$ cat src/rtl/tank_pkg.sv
// Shared definitions for the tank controller and the blocks that sit beside
// it: FSM state type, default HID key bindings, wall flag bit positions and
// the sign-magnitude step helper also used by the bullet controller.
package tank_pkg;

   typedef enum logic {
      ST_ALIVE = 1'b0,
      ST_DEAD  = 1'b1
   } tank_state_e;

   // Default HID usage codes: arrow keys for motion, space for fire.
   localparam logic [7:0] DEF_KEY_UP   = 8'h52;
   localparam logic [7:0] DEF_KEY_DOWN = 8'h51;
   localparam logic [7:0] DEF_KEY_CW   = 8'h50;
   localparam logic [7:0] DEF_KEY_CCW  = 8'h4f;
   localparam logic [7:0] DEF_KEY_FIRE = 8'h2c;

   // Bit positions inside the {bottom, top, right, left} wall flag vector.
   localparam int WALL_LEFT   = 0;
   localparam int WALL_RIGHT  = 1;
   localparam int WALL_TOP    = 2;
   localparam int WALL_BOTTOM = 3;

   // Turns a sign flag and a 7-bit magnitude into a signed 8-bit step.
   function automatic logic signed [7:0] sm_to_step(input logic       neg,
                                                    input logic [6:0] mag);
      logic signed [7:0] m;
      m = $signed({1'b0, mag});
      return neg ? -m : m;
   endfunction

   // A key counts as pressed when any of the four report slots carries it.
   function automatic logic key_pressed(input logic [31:0] keycode,
                                        input logic [7:0]  key);
      return (keycode[7:0]   == key) || (keycode[15:8]  == key) ||
             (keycode[23:16] == key) || (keycode[31:24] == key);
   endfunction

endpackage

$ cat src/rtl/tank_step_calc.sv
// Combinational step generator: scales the sin/cos magnitudes by SPEED,
// keeps 7 bits of (SPEED*mag)>>4 and applies the signs for forward motion.
// Screen y grows downward, so a positive sine moves the tank up (negative y).
module tank_step_calc
   import tank_pkg::*;
#(
   parameter int SPEED = 16
) (
   input  logic [7:0]        sin_i,
   input  logic [7:0]        cos_i,
   output logic signed [7:0] step_x_o,
   output logic signed [7:0] step_y_o
);

   logic [13:0] prod_x;
   logic [13:0] prod_y;
   logic [6:0]  mag_x;
   logic [6:0]  mag_y;

   // Scale magnitudes and re-apply signs for the forward (UP) direction.
   always_comb begin
      prod_x   = 14'(SPEED) * {7'd0, cos_i[6:0]};
      prod_y   = 14'(SPEED) * {7'd0, sin_i[6:0]};
      mag_x    = 7'(prod_x >> 4);
      mag_y    = 7'(prod_y >> 4);
      step_x_o = sm_to_step(cos_i[7], mag_x);
      step_y_o = sm_to_step(~sin_i[7], mag_y);
   end

endmodule

$ cat src/rtl/tank_ctrl_p.sv
// Per-player tank controller. Once per frame it turns the keyboard report
// into fixed-point position, heading and a fire pulse, bounces the tank
// back off walls, and runs the ALIVE/DEAD hit-and-respawn sequence.
module tank_ctrl_p
   import tank_pkg::*;
#(
   parameter int         POS_W          = 13,
   parameter int         FRAC_BITS      = 3,
   parameter int         SPEED          = 16,
   parameter int         ANGLE_COUNT    = 45,
   parameter logic [7:0] KEY_UP         = DEF_KEY_UP,
   parameter logic [7:0] KEY_DOWN       = DEF_KEY_DOWN,
   parameter logic [7:0] KEY_CW         = DEF_KEY_CW,
   parameter logic [7:0] KEY_CCW        = DEF_KEY_CCW,
   parameter logic [7:0] KEY_FIRE       = DEF_KEY_FIRE,
   parameter int         SPAWN_X        = 300,
   parameter int         SPAWN_Y        = 250,
   parameter int         COOLDOWN       = 30,
   parameter int         RESPAWN_FRAMES = 120,
   parameter int         TANK_SIZE      = 10
) (
   input  logic             frame_clk,
   input  logic             Reset,
   input  logic [31:0]      keycode,
   input  logic [7:0]       sin,
   input  logic [7:0]       cos,
   input  logic [3:0]       wall_hit,
   input  logic             hit,
   input  logic [1:0]       game_end,
   output logic [9:0]       TankX,
   output logic [9:0]       TankY,
   output logic [9:0]       TankS,
   output logic [POS_W-1:0] TankXStep,
   output logic [POS_W-1:0] TankYStep,
   output logic [5:0]       Angle,
   output logic             ShootBullet,
   output logic             Alive
);

   localparam int               CD_W        = $clog2(COOLDOWN + 1);
   localparam int               RSP_W       = $clog2(RESPAWN_FRAMES + 1);
   localparam logic [POS_W-1:0] SPAWN_X_POS = POS_W'(SPAWN_X << FRAC_BITS);
   localparam logic [POS_W-1:0] SPAWN_Y_POS = POS_W'(SPAWN_Y << FRAC_BITS);
   localparam logic [5:0]       ANGLE_MAX   = 6'(ANGLE_COUNT - 1);

   tank_state_e       state_q, state_d;
   logic [POS_W-1:0]  pos_x_q, pos_x_d;
   logic [POS_W-1:0]  pos_y_q, pos_y_d;
   logic [POS_W-1:0]  step_x_q, step_x_d;
   logic [POS_W-1:0]  step_y_q, step_y_d;
   logic [5:0]        angle_q, angle_d;
   logic              shoot_q, shoot_d;
   logic [CD_W-1:0]   cd_q, cd_d;
   logic [RSP_W-1:0]  rsp_q, rsp_d;
   logic              fire_prev_q, fire_prev_d;

   logic              key_up, key_down, key_cw, key_ccw, key_fire;
   logic              any_wall;
   logic signed [7:0] fwd_x, fwd_y;
   logic signed [9:0] mv_x, mv_y;
   logic [POS_W-1:0]  ext_x, ext_y;

   tank_step_calc #(
      .SPEED (SPEED)
   ) u_step_calc (
      .sin_i    (sin),
      .cos_i    (cos),
      .step_x_o (fwd_x),
      .step_y_o (fwd_y)
   );

   assign key_up   = key_pressed(keycode, KEY_UP);
   assign key_down = key_pressed(keycode, KEY_DOWN);
   assign key_cw   = key_pressed(keycode, KEY_CW);
   assign key_ccw  = key_pressed(keycode, KEY_CCW);
   assign key_fire = key_pressed(keycode, KEY_FIRE);
   assign any_wall = wall_hit[WALL_LEFT] | wall_hit[WALL_RIGHT] |
                     wall_hit[WALL_TOP]  | wall_hit[WALL_BOTTOM];

   // Motion vector: forward step, reversed for DOWN, then -2x on a wall.
   always_comb begin
      // NOTE: blocking assignments here build the value up in sequence; each
      // line sees the result of the one before, as intended for combinational logic.
      mv_x = 10'(fwd_x);
      mv_y = 10'(fwd_y);
      if (!key_up) begin
         mv_x = -mv_x;
         mv_y = -mv_y;
      end
      if (any_wall) begin
         mv_x = -(mv_x <<< 1);
         mv_y = -(mv_y <<< 1);
      end
      ext_x = POS_W'(mv_x);
      ext_y = POS_W'(mv_y);
   end

   // Next-state logic: game_end override, respawn countdown, or live play.
   always_comb begin
      // NOTE: every output gets a default first so no path leaves one unassigned
      // (which would infer a latch).
      state_d     = state_q;
      pos_x_d     = pos_x_q;
      pos_y_d     = pos_y_q;
      step_x_d    = '0;
      step_y_d    = '0;
      angle_d     = angle_q;
      shoot_d     = 1'b0;
      cd_d        = cd_q;
      rsp_d       = rsp_q;
      fire_prev_d = key_fire;

      if (game_end != 2'b00) begin
         state_d     = ST_ALIVE;
         pos_x_d     = SPAWN_X_POS;
         pos_y_d     = SPAWN_Y_POS;
         angle_d     = '0;
         cd_d        = '0;
         rsp_d       = '0;
         fire_prev_d = 1'b0;
      end else if (state_q == ST_DEAD) begin
         if (rsp_q == '0) begin
            state_d = ST_ALIVE;
            pos_x_d = SPAWN_X_POS;
            pos_y_d = SPAWN_Y_POS;
            angle_d = '0;
            cd_d    = '0;
         end else begin
            rsp_d = rsp_q - 1'b1;
         end
      end else if (hit) begin
         state_d = ST_DEAD;
         rsp_d   = RSP_W'(RESPAWN_FRAMES - 1);
      end else begin
         if (cd_q != '0) cd_d = cd_q - 1'b1;

         if (key_up || key_down) begin
            pos_x_d  = pos_x_q + ext_x;
            pos_y_d  = pos_y_q + ext_y;
            step_x_d = ext_x;
            step_y_d = ext_y;
         end else if (key_cw && !any_wall) begin
            angle_d = (angle_q == ANGLE_MAX) ? '0 : angle_q + 1'b1;
         end else if (key_ccw && !any_wall) begin
            angle_d = (angle_q == '0) ? ANGLE_MAX : angle_q - 1'b1;
         end

         if (key_fire && !fire_prev_q && (cd_q == '0)) begin
            shoot_d = 1'b1;
            cd_d    = CD_W'(COOLDOWN);
         end
      end
   end

   // Frame-rate state registers with asynchronous reset to the spawn point.
   always_ff @(posedge frame_clk or posedge Reset) begin
      // NOTE: non-blocking assignments so every register samples the pre-edge
      // values, independent of statement order.
      if (Reset) begin
         state_q     <= ST_ALIVE;
         pos_x_q     <= SPAWN_X_POS;
         pos_y_q     <= SPAWN_Y_POS;
         step_x_q    <= '0;
         step_y_q    <= '0;
         angle_q     <= '0;
         shoot_q     <= 1'b0;
         cd_q        <= '0;
         rsp_q       <= '0;
         fire_prev_q <= 1'b0;
      end else begin
         state_q     <= state_d;
         pos_x_q     <= pos_x_d;
         pos_y_q     <= pos_y_d;
         step_x_q    <= step_x_d;
         step_y_q    <= step_y_d;
         angle_q     <= angle_d;
         shoot_q     <= shoot_d;
         cd_q        <= cd_d;
         rsp_q       <= rsp_d;
         fire_prev_q <= fire_prev_d;
      end
   end

   assign TankX       = 10'(pos_x_q >> FRAC_BITS);
   assign TankY       = 10'(pos_y_q >> FRAC_BITS);
   assign TankS       = 10'(TANK_SIZE);
   assign TankXStep   = step_x_q;
   assign TankYStep   = step_y_q;
   assign Angle       = angle_q;
   assign ShootBullet = shoot_q;
   assign Alive       = (state_q == ST_ALIVE);

endmodule

$ cat config.mk
export PLATFORM = sky130hd
export DESIGN_NAME = tank_ctrl_p
export DESIGN_NICKNAME = d
export VERILOG_FILES = /design/src/rtl/tank_pkg.sv /design/src/rtl/tank_step_calc.sv /design/src/rtl/tank_ctrl_p.sv
export SDC_FILE = /design/constraint.sdc
export NUM_CORES = 1
export LEC_CHECK = 0
export ABC_CLOCK_PERIOD_IN_PS = 6500
export CORE_MARGIN = 1.5
export CORE_UTILIZATION = 50
export DETAILED_ROUTE_END_ITERATION = 8
export PLACE_DENSITY_LB_ADDON = 0.3
export SYNTH_ARGS = -nofsm -noshare
export SYNTH_HDL_FRONTEND = slang
export SYNTH_SLANG_ARGS = --single-unit
$ cat constraint.sdc
create_clock -name frame_clk -period 6.5 [get_ports frame_clk]
set_input_delay 0.975 -clock frame_clk [delete_from_list [all_inputs] [get_ports frame_clk]]
set_output_delay 0.975 -clock frame_clk [all_outputs]
set_load 0.02 [all_outputs]
# Word-level counts from Yosys, hierarchy flattened
# Cells that the tools add are included.
[classes]
shifts = 0
n_mux = 52
n_lt_le_gt_ge = 0
n_eq_ne = 25
bitwise = 4
div = 0
reduce_logical = 35
addsub = 12
n_mul = 0
[ops]
columns = ["cell", "count"]
rows = [
  ["$mux W13", 18],
  ["$eq A8 B7 Y1 const B", 16],
  ["$mux W6", 9],
  ["$mux W10", 4],
  ["$eq A8 B6 Y1 const B", 4],
  ["$mux W5", 6],
  ["$mux W7", 4],
  ["$add A13 B13 Y13", 2],
  ["$neg A10 Y10", 2],
  ["$neg A8 Y10", 2],
  ["$logic_or A1 B1 Y1", 16],
  ["$mux W8", 2],
  ["$neg A7 Y8", 2],
  ["$mux W1", 9],
  ["$reduce_bool A4 Y1", 2],
  ["$logic_not A7 Y1", 1],
  ["$sub A7 B1 Y7 const B", 1],
  ["$add A6 B1 Y6 const B", 1],
  ["$eq A6 B6 Y1 const B", 1],
  ["$logic_not A6 Y1", 1],
  ["$ne A3 B1 Y1 const B", 2],
  ["$ne A3 B3 Y1 const B", 2],
  ["$reduce_and A3 Y1", 2],
  ["$reduce_bool A3 Y1", 2],
  ["11 further kinds", 17],
]
[word_totals]
memories = 0
latch_bits = 0
ram_bits = 0
register_bits = 73
rom_bits = 0
word_cells = 138
inputBits = 57
output_inout_bits = 64

# Logic depth before layout (Yosys ltp)
[logic_depth]
ltp_word = 12
ltp_mapped = 23

# Cells and area by module
# Synthesis repeated with hierarchy kept, for this count alone.
[hier_totals]
cells_unflattened = 728
hier_area_um2 = 5987.0
[by_module_without_submodules]
columns = ["mod", "cells_per_inst", "area_each_um2", "n_inst"]
rows = [
  ["tank_ctrl_p", 688, 5709.2, 1],
  ["tank_step_calc", 40, 277.8, 1],
]

# Worst setup path before layout
# OpenSTA, ideal clock, no wires.
[synth_path]
kind = "input -> register"
startpoint = "input sin[0]"
endpoint = "register pos_y_q[12]"
arrival_ns = 4.800
setup_ns = 0.124
path_slack_ns = 1.576
path_stages = 18
path_buffers = 1
path_cell_list = "clkbuf_1 -> inv_2 -> ha_1 -> mux2_4 -> nand4b_4 -> or4_1 -> mux2i_1 -> a32o_2 -> a41oi_1 -> o22a_2 -> ha_1 -> nand3_1 -> a21oi_1 -> a2111oi_0 -> nor3_1 -> xor2_1 -> and3_1 -> a211o_1"
[synth_via]
elab_chain_cells = 11
[synth_lines]
columns = ["element", "line", "text"]
rows = [
  ["start, declared", "tank_ctrl_p.sv:25", "input logic [7:0] sin,"],
  ["$neg A7 Y8", "tank_pkg.sv:29", "return neg ? -m : m;"],
  ["$mux W8 *", "tank_pkg.sv:29", ""],
  ["$neg A8 Y10", "tank_ctrl_p.sv:88", "mv_y = -mv_y;"],
  ["$mux W10 *", "tank_ctrl_p.sv:86", "if (!key_up) begin"],
  ["$neg A10 Y10", "tank_ctrl_p.sv:92", "mv_y = -(mv_y <<< 1);"],
  ["$mux W10 *", "tank_ctrl_p.sv:90", "if (any_wall) begin"],
  ["$add A13 B13 Y13 *", "tank_ctrl_p.sv:139", "pos_y_d = pos_y_q + ext_y;"],
  ["$mux W13 *", "tank_ctrl_p.sv:137", "if (key_up || key_down) begin"],
  ["$mux W13 *", "tank_ctrl_p.sv:131", "end else if (hit) begin"],
  ["$mux W13 *", "tank_ctrl_p.sv:121", "end else if (state_q == ST_DEAD) begin"],
  ["$mux W13 *", "tank_ctrl_p.sv:113", "if (game_end != 2'b00) begin"],
  ["end signal, assigned", "tank_ctrl_p.sv:173", "pos_y_q <= pos_y_d;"],
  ["end, declared", "tank_ctrl_p.sv:48", "logic [POS_W-1:0] pos_y_q, pos_y_d;"],
]
# Mark *: on every way between the ends. The rest lies on a longest branch, timed or not. The select of a mux whose other input is x is not followed.
# A chain may end at the register's enable or synchronous reset.

# Worst setup path after layout
[layout_path]
startpoint = "input cos[0]"
endpoint = "register pos_x_q[12]"
[layout_via]
elab_chain_cells = 11
[layout_lines]
columns = ["element", "line", "text"]
rows = [
  ["start, declared", "tank_ctrl_p.sv:26", "input logic [7:0] cos,"],
  ["$neg A7 Y8", "tank_pkg.sv:29", ""],
  ["$mux W8 *", "tank_pkg.sv:29", ""],
  ["$neg A8 Y10", "tank_ctrl_p.sv:87", "mv_x = -mv_x;"],
  ["$mux W10 *", "tank_ctrl_p.sv:86", ""],
  ["$neg A10 Y10", "tank_ctrl_p.sv:91", "mv_x = -(mv_x <<< 1);"],
  ["$mux W10 *", "tank_ctrl_p.sv:90", ""],
  ["$add A13 B13 Y13 *", "tank_ctrl_p.sv:138", "pos_x_d = pos_x_q + ext_x;"],
  ["$mux W13 *", "tank_ctrl_p.sv:137", ""],
  ["$mux W13 *", "tank_ctrl_p.sv:131", ""],
  ["$mux W13 *", "tank_ctrl_p.sv:121", ""],
  ["$mux W13 *", "tank_ctrl_p.sv:113", ""],
  ["end signal, assigned", "tank_ctrl_p.sv:172", "pos_x_q <= pos_x_d;"],
  ["end, declared", "tank_ctrl_p.sv:47", "logic [POS_W-1:0] pos_x_q, pos_x_d;"],
]
# Marks and branches as above.

==> summary.txt <==
Dpl ws = 0.589 ns
CTS tree = done
Vias = 5,634
Wire length per cell = 15.5 um
Worst-path clk slew = 0.05 ns
RSZ-0062 raised after global routing = no
Setup TNS = 0 ns
Initial Util = 0.518
Die height = 112 um
Final net count = 901
Final Cycle Share = 0.863
Post-CTS setup buffers = 0
Initial antenna violation count = 0
CTS buffer count = 9
Drt total wl = 14.9 mm
HP Class = register to register
CP max-delay cell = clkdlybuf4s50_1
Crit end category = register
Max VDD drop = 138 uV
Clock sink count = 67
Status = completed
PortBufs = 110
Pwr dens = 225 nW/um^2
Worst Setup Slack, final = 0.888 ns
Fin. max-slew vios = 0
Hold buffers post-CTS = 0
Worst Reg-to-Reg Cells = 13
Yosys reg bits = 67
R2r setup slk = 3.37 ns
Global placement routability congestion = 0.889
Reg-to-Reg Start = pos_x_q[0]$_DFFE_PP0P_
Hold path start = pos_x_q[2]$_DFFE_PP0P_
Setup crit start kind = input pin
Instance count on the critical path = 20
Area grow syn2layout = 21.1%
Final hold violations = 0
Least-Margin Pin Slew = 0.963 ns
Crit path largest cell delay = 0.59 ns
Asr flop ratio synth = 1.00
Die width = 112 um
Worst Path Arrival = 5.87 ns
Leakage power = 3.01 nW
DRT Pass-1 Iters = 7
Slew HR = 0.357
Commonest non-fill, non-tap cells in the layout = clkdlybuf4s50_1 (110), nand2_1 (68), nor2_1 (67), dfrtp_1 (57), a21oi_1 (53)
Endpoints failing setup = 0
Crit path buf inv count = 2
Row cnt = 39
Yosys warnings = 0
Post-route DRC violation count = 0
Vias per inst = 5.89
EDFF count, synth = 0
Crit path time final = 5.61 ns
R2r endpoint = pos_x_q[12]$_DFFE_PP0P_
Layout filler cell count = 1,017
Crit path to = pos_x_q[12]$_DFFE_PP0P_
WP data required = 6.76 ns
Crit path kind = input pin to register
Max-cap violations = 0
H-tree levels = 3
Largest net degree at the start of global routing = 68
Crit-path most repeated cell = a21oi_1
Initial DRC count = 500
Total I/O pin count = 121
Max FO, Critical Path = 9
Syn avg cell area = 8.04 um^2
Antenna Nets Post-Route = 0
Family with the most delay on the worst path = simple AND/OR/NAND/NOR gates
Netlist cell types = 84
Max frequency = 0.178 GHz
Clock root cell = clkbuf_16
CTS max path bufs = 2
Share of cells above drive strength 1 = 0.0700
Sequential-to-total area share from yosys stat = 0.283
Clk_skew = 0.00359 ns
Commonest non-fill, non-tap cell in the layout = clkdlybuf4s50_1
Detail Placement HPWL = 11.3 mm
First-pass GRT wire length = 24.3 mm
Gate Count Post-Synth = 742
Pwr Total = 0.00163 W
Crit-path cells = clkdlybuf4s50_1 -> inv_1 -> ha_1 -> or3b_1 -> and3b_1 -> nor3_2 -> a31oi_1 -> xor2_1 -> nand2_1 -> xnor2_1 -> a21oi_1 -> ha_1 -> a21o_1 -> a21oi_1 -> o41ai_1 -> a31o_2 -> a21oi_1 -> o21ai_0 -> or4_1 -> o211ai_2
Hold WS = 0.501 ns
Aggregate global routing overflow = 0
CTS resizes = 0
Worst Setup SP = cos[0]
Synth Flop Type = dfrtp_1
Area of the die = 12,600 um^2
Vias in the first global route = 5,164
Gr usage total = 0.237
Core area = 11,500 um^2
Clk_lat worst skew = 0.34 ns
# diodes = 0
Post-Syn Area = 5970 um^2
## worst min-delay path by stage
stage	end	slack, ns	depth (start not counted)
final	pos_x_q[2]$_DFFE_PP0P_	0.50	2
after global routing	cd_q[4]$_DFFE_PP0P_	0.52	1
after CTS	pos_x_q[2]$_DFFE_PP0P_	0.49	2
after detailed placement	pos_y_q[2]$_DFFE_PP0P_	0.48	2
after global placement	cd_q[4]$_DFFE_PP0P_	0.46	1
after floorplan	pos_y_q[2]$_DFFE_PP0P_	0.45	2
## power breakdown
group	total, W	switching (W)	internal (W)
sequential	0.000508	0.0000453	0.000463
clock	0.000482	0.000172	0.000310
combinational	0.000639	0.000353	0.000286
total	0.00163	0.000571	0.00106
## area by class of cell
cell class / instances / area [um^2] / area share
Multi-Input combinational cell: 586 / 3800 / 0.526
Sequential cell: 67 / 1690 / 0.234
Timing Repair Buffer: 115 / 1140 / 0.158
Clock buffer: 15 / 298 / 0.0412
Tap cell: 143 / 179 / 0.0248
Inverter: 30 / 113 / 0.0156
Clock inverter: 1 / 5.00 / 0.000693
## cells in the mapped netlist, types with 4 or more instances
library cell  count  area [um^2]
nand2_1          68          255
nor2_1           67          251
dfrtp_1          57         1430
a21oi_1          53          265
o21ai_0          48          240
buf_4            36          270
ha_1             33          413
nor3_1           31          155
xnor2_1          31          272
inv_1            29          109
nor2b_1          26          163
clkbuf_1         23         86.3
nand3_1          18         90.1
xor2_1           16          140
a21o_1           12         90.1
o31ai_1          11         82.6
dfstp_2          10          263
a22oi_1           8         60.1
a31oi_1           8         50.1
and3_1            7         43.8
nand2b_1          7         43.8
nor4_1            7         43.8
or3_1             7         43.8
nand4_1           6         37.5
nor4b_1           6         52.6
nand4b_1          5         43.8
o211ai_1          5         37.5
o41ai_1           5         43.8
or4_1             5         37.5
a211oi_1          4         30.0
buf_2             4         20.0
mux2_2            4         45.0
nor3b_1           4         30.0
## logic make-up (layout without fill, tap and decap cells)
group / count (synthesis) / after routing / share of synthesized area
XOR/XNOR: 48 / 48 / 0.0717
AO/OA/AOI/OAI: 199 / 199 / 0.217
flip-flops: 67 / 67 / 0.283
other: 2 / 10 / 0.00126
buffers and inverters: 97 / 161 / 0.0858
adder cells (fa/ha/maj): 35 / 35 / 0.0759
AND/OR/NAND/NOR: 285 / 285 / 0.249
multiplexers: 9 / 9 / 0.0170
## tightest hold or removal path, stage by stage (launching register included)
cell and delay (ns):
dfrtp_1 0.35, nand2_1 0.05, o31ai_1 0.06
## per-stage QoR
| step | util | area [um^2] | cells |
|---|---|---|---|
| CTS | 0.628 | 7230 | 957 |
| finish | 0.628 | 7230 | 957 |
| detailed placement | 0.601 | 6920 | 941 |
| global placement | 0.601 | 6920 | 941 |
| global route | 0.628 | 7230 | 957 |
| floorplan | - | 6000 | 750 |
## routing by layer
layer	wire [um]	GRT usage
met1	6840	0.313
met2	7050	0.399
met3	723	0.0367
met5	0	0
met4	250	0.0768
## registers in the layout, summed over array words and instances, names as in the netlist, 5 cells and up
signal / flops
pos_x_q: 13
cd_q: 5
TankYStep: 10
TankXStep: 10
Angle: 6
rsp_q: 7
pos_y_q: 13
No activity file was read; power rests on OpenSTA's default activity.
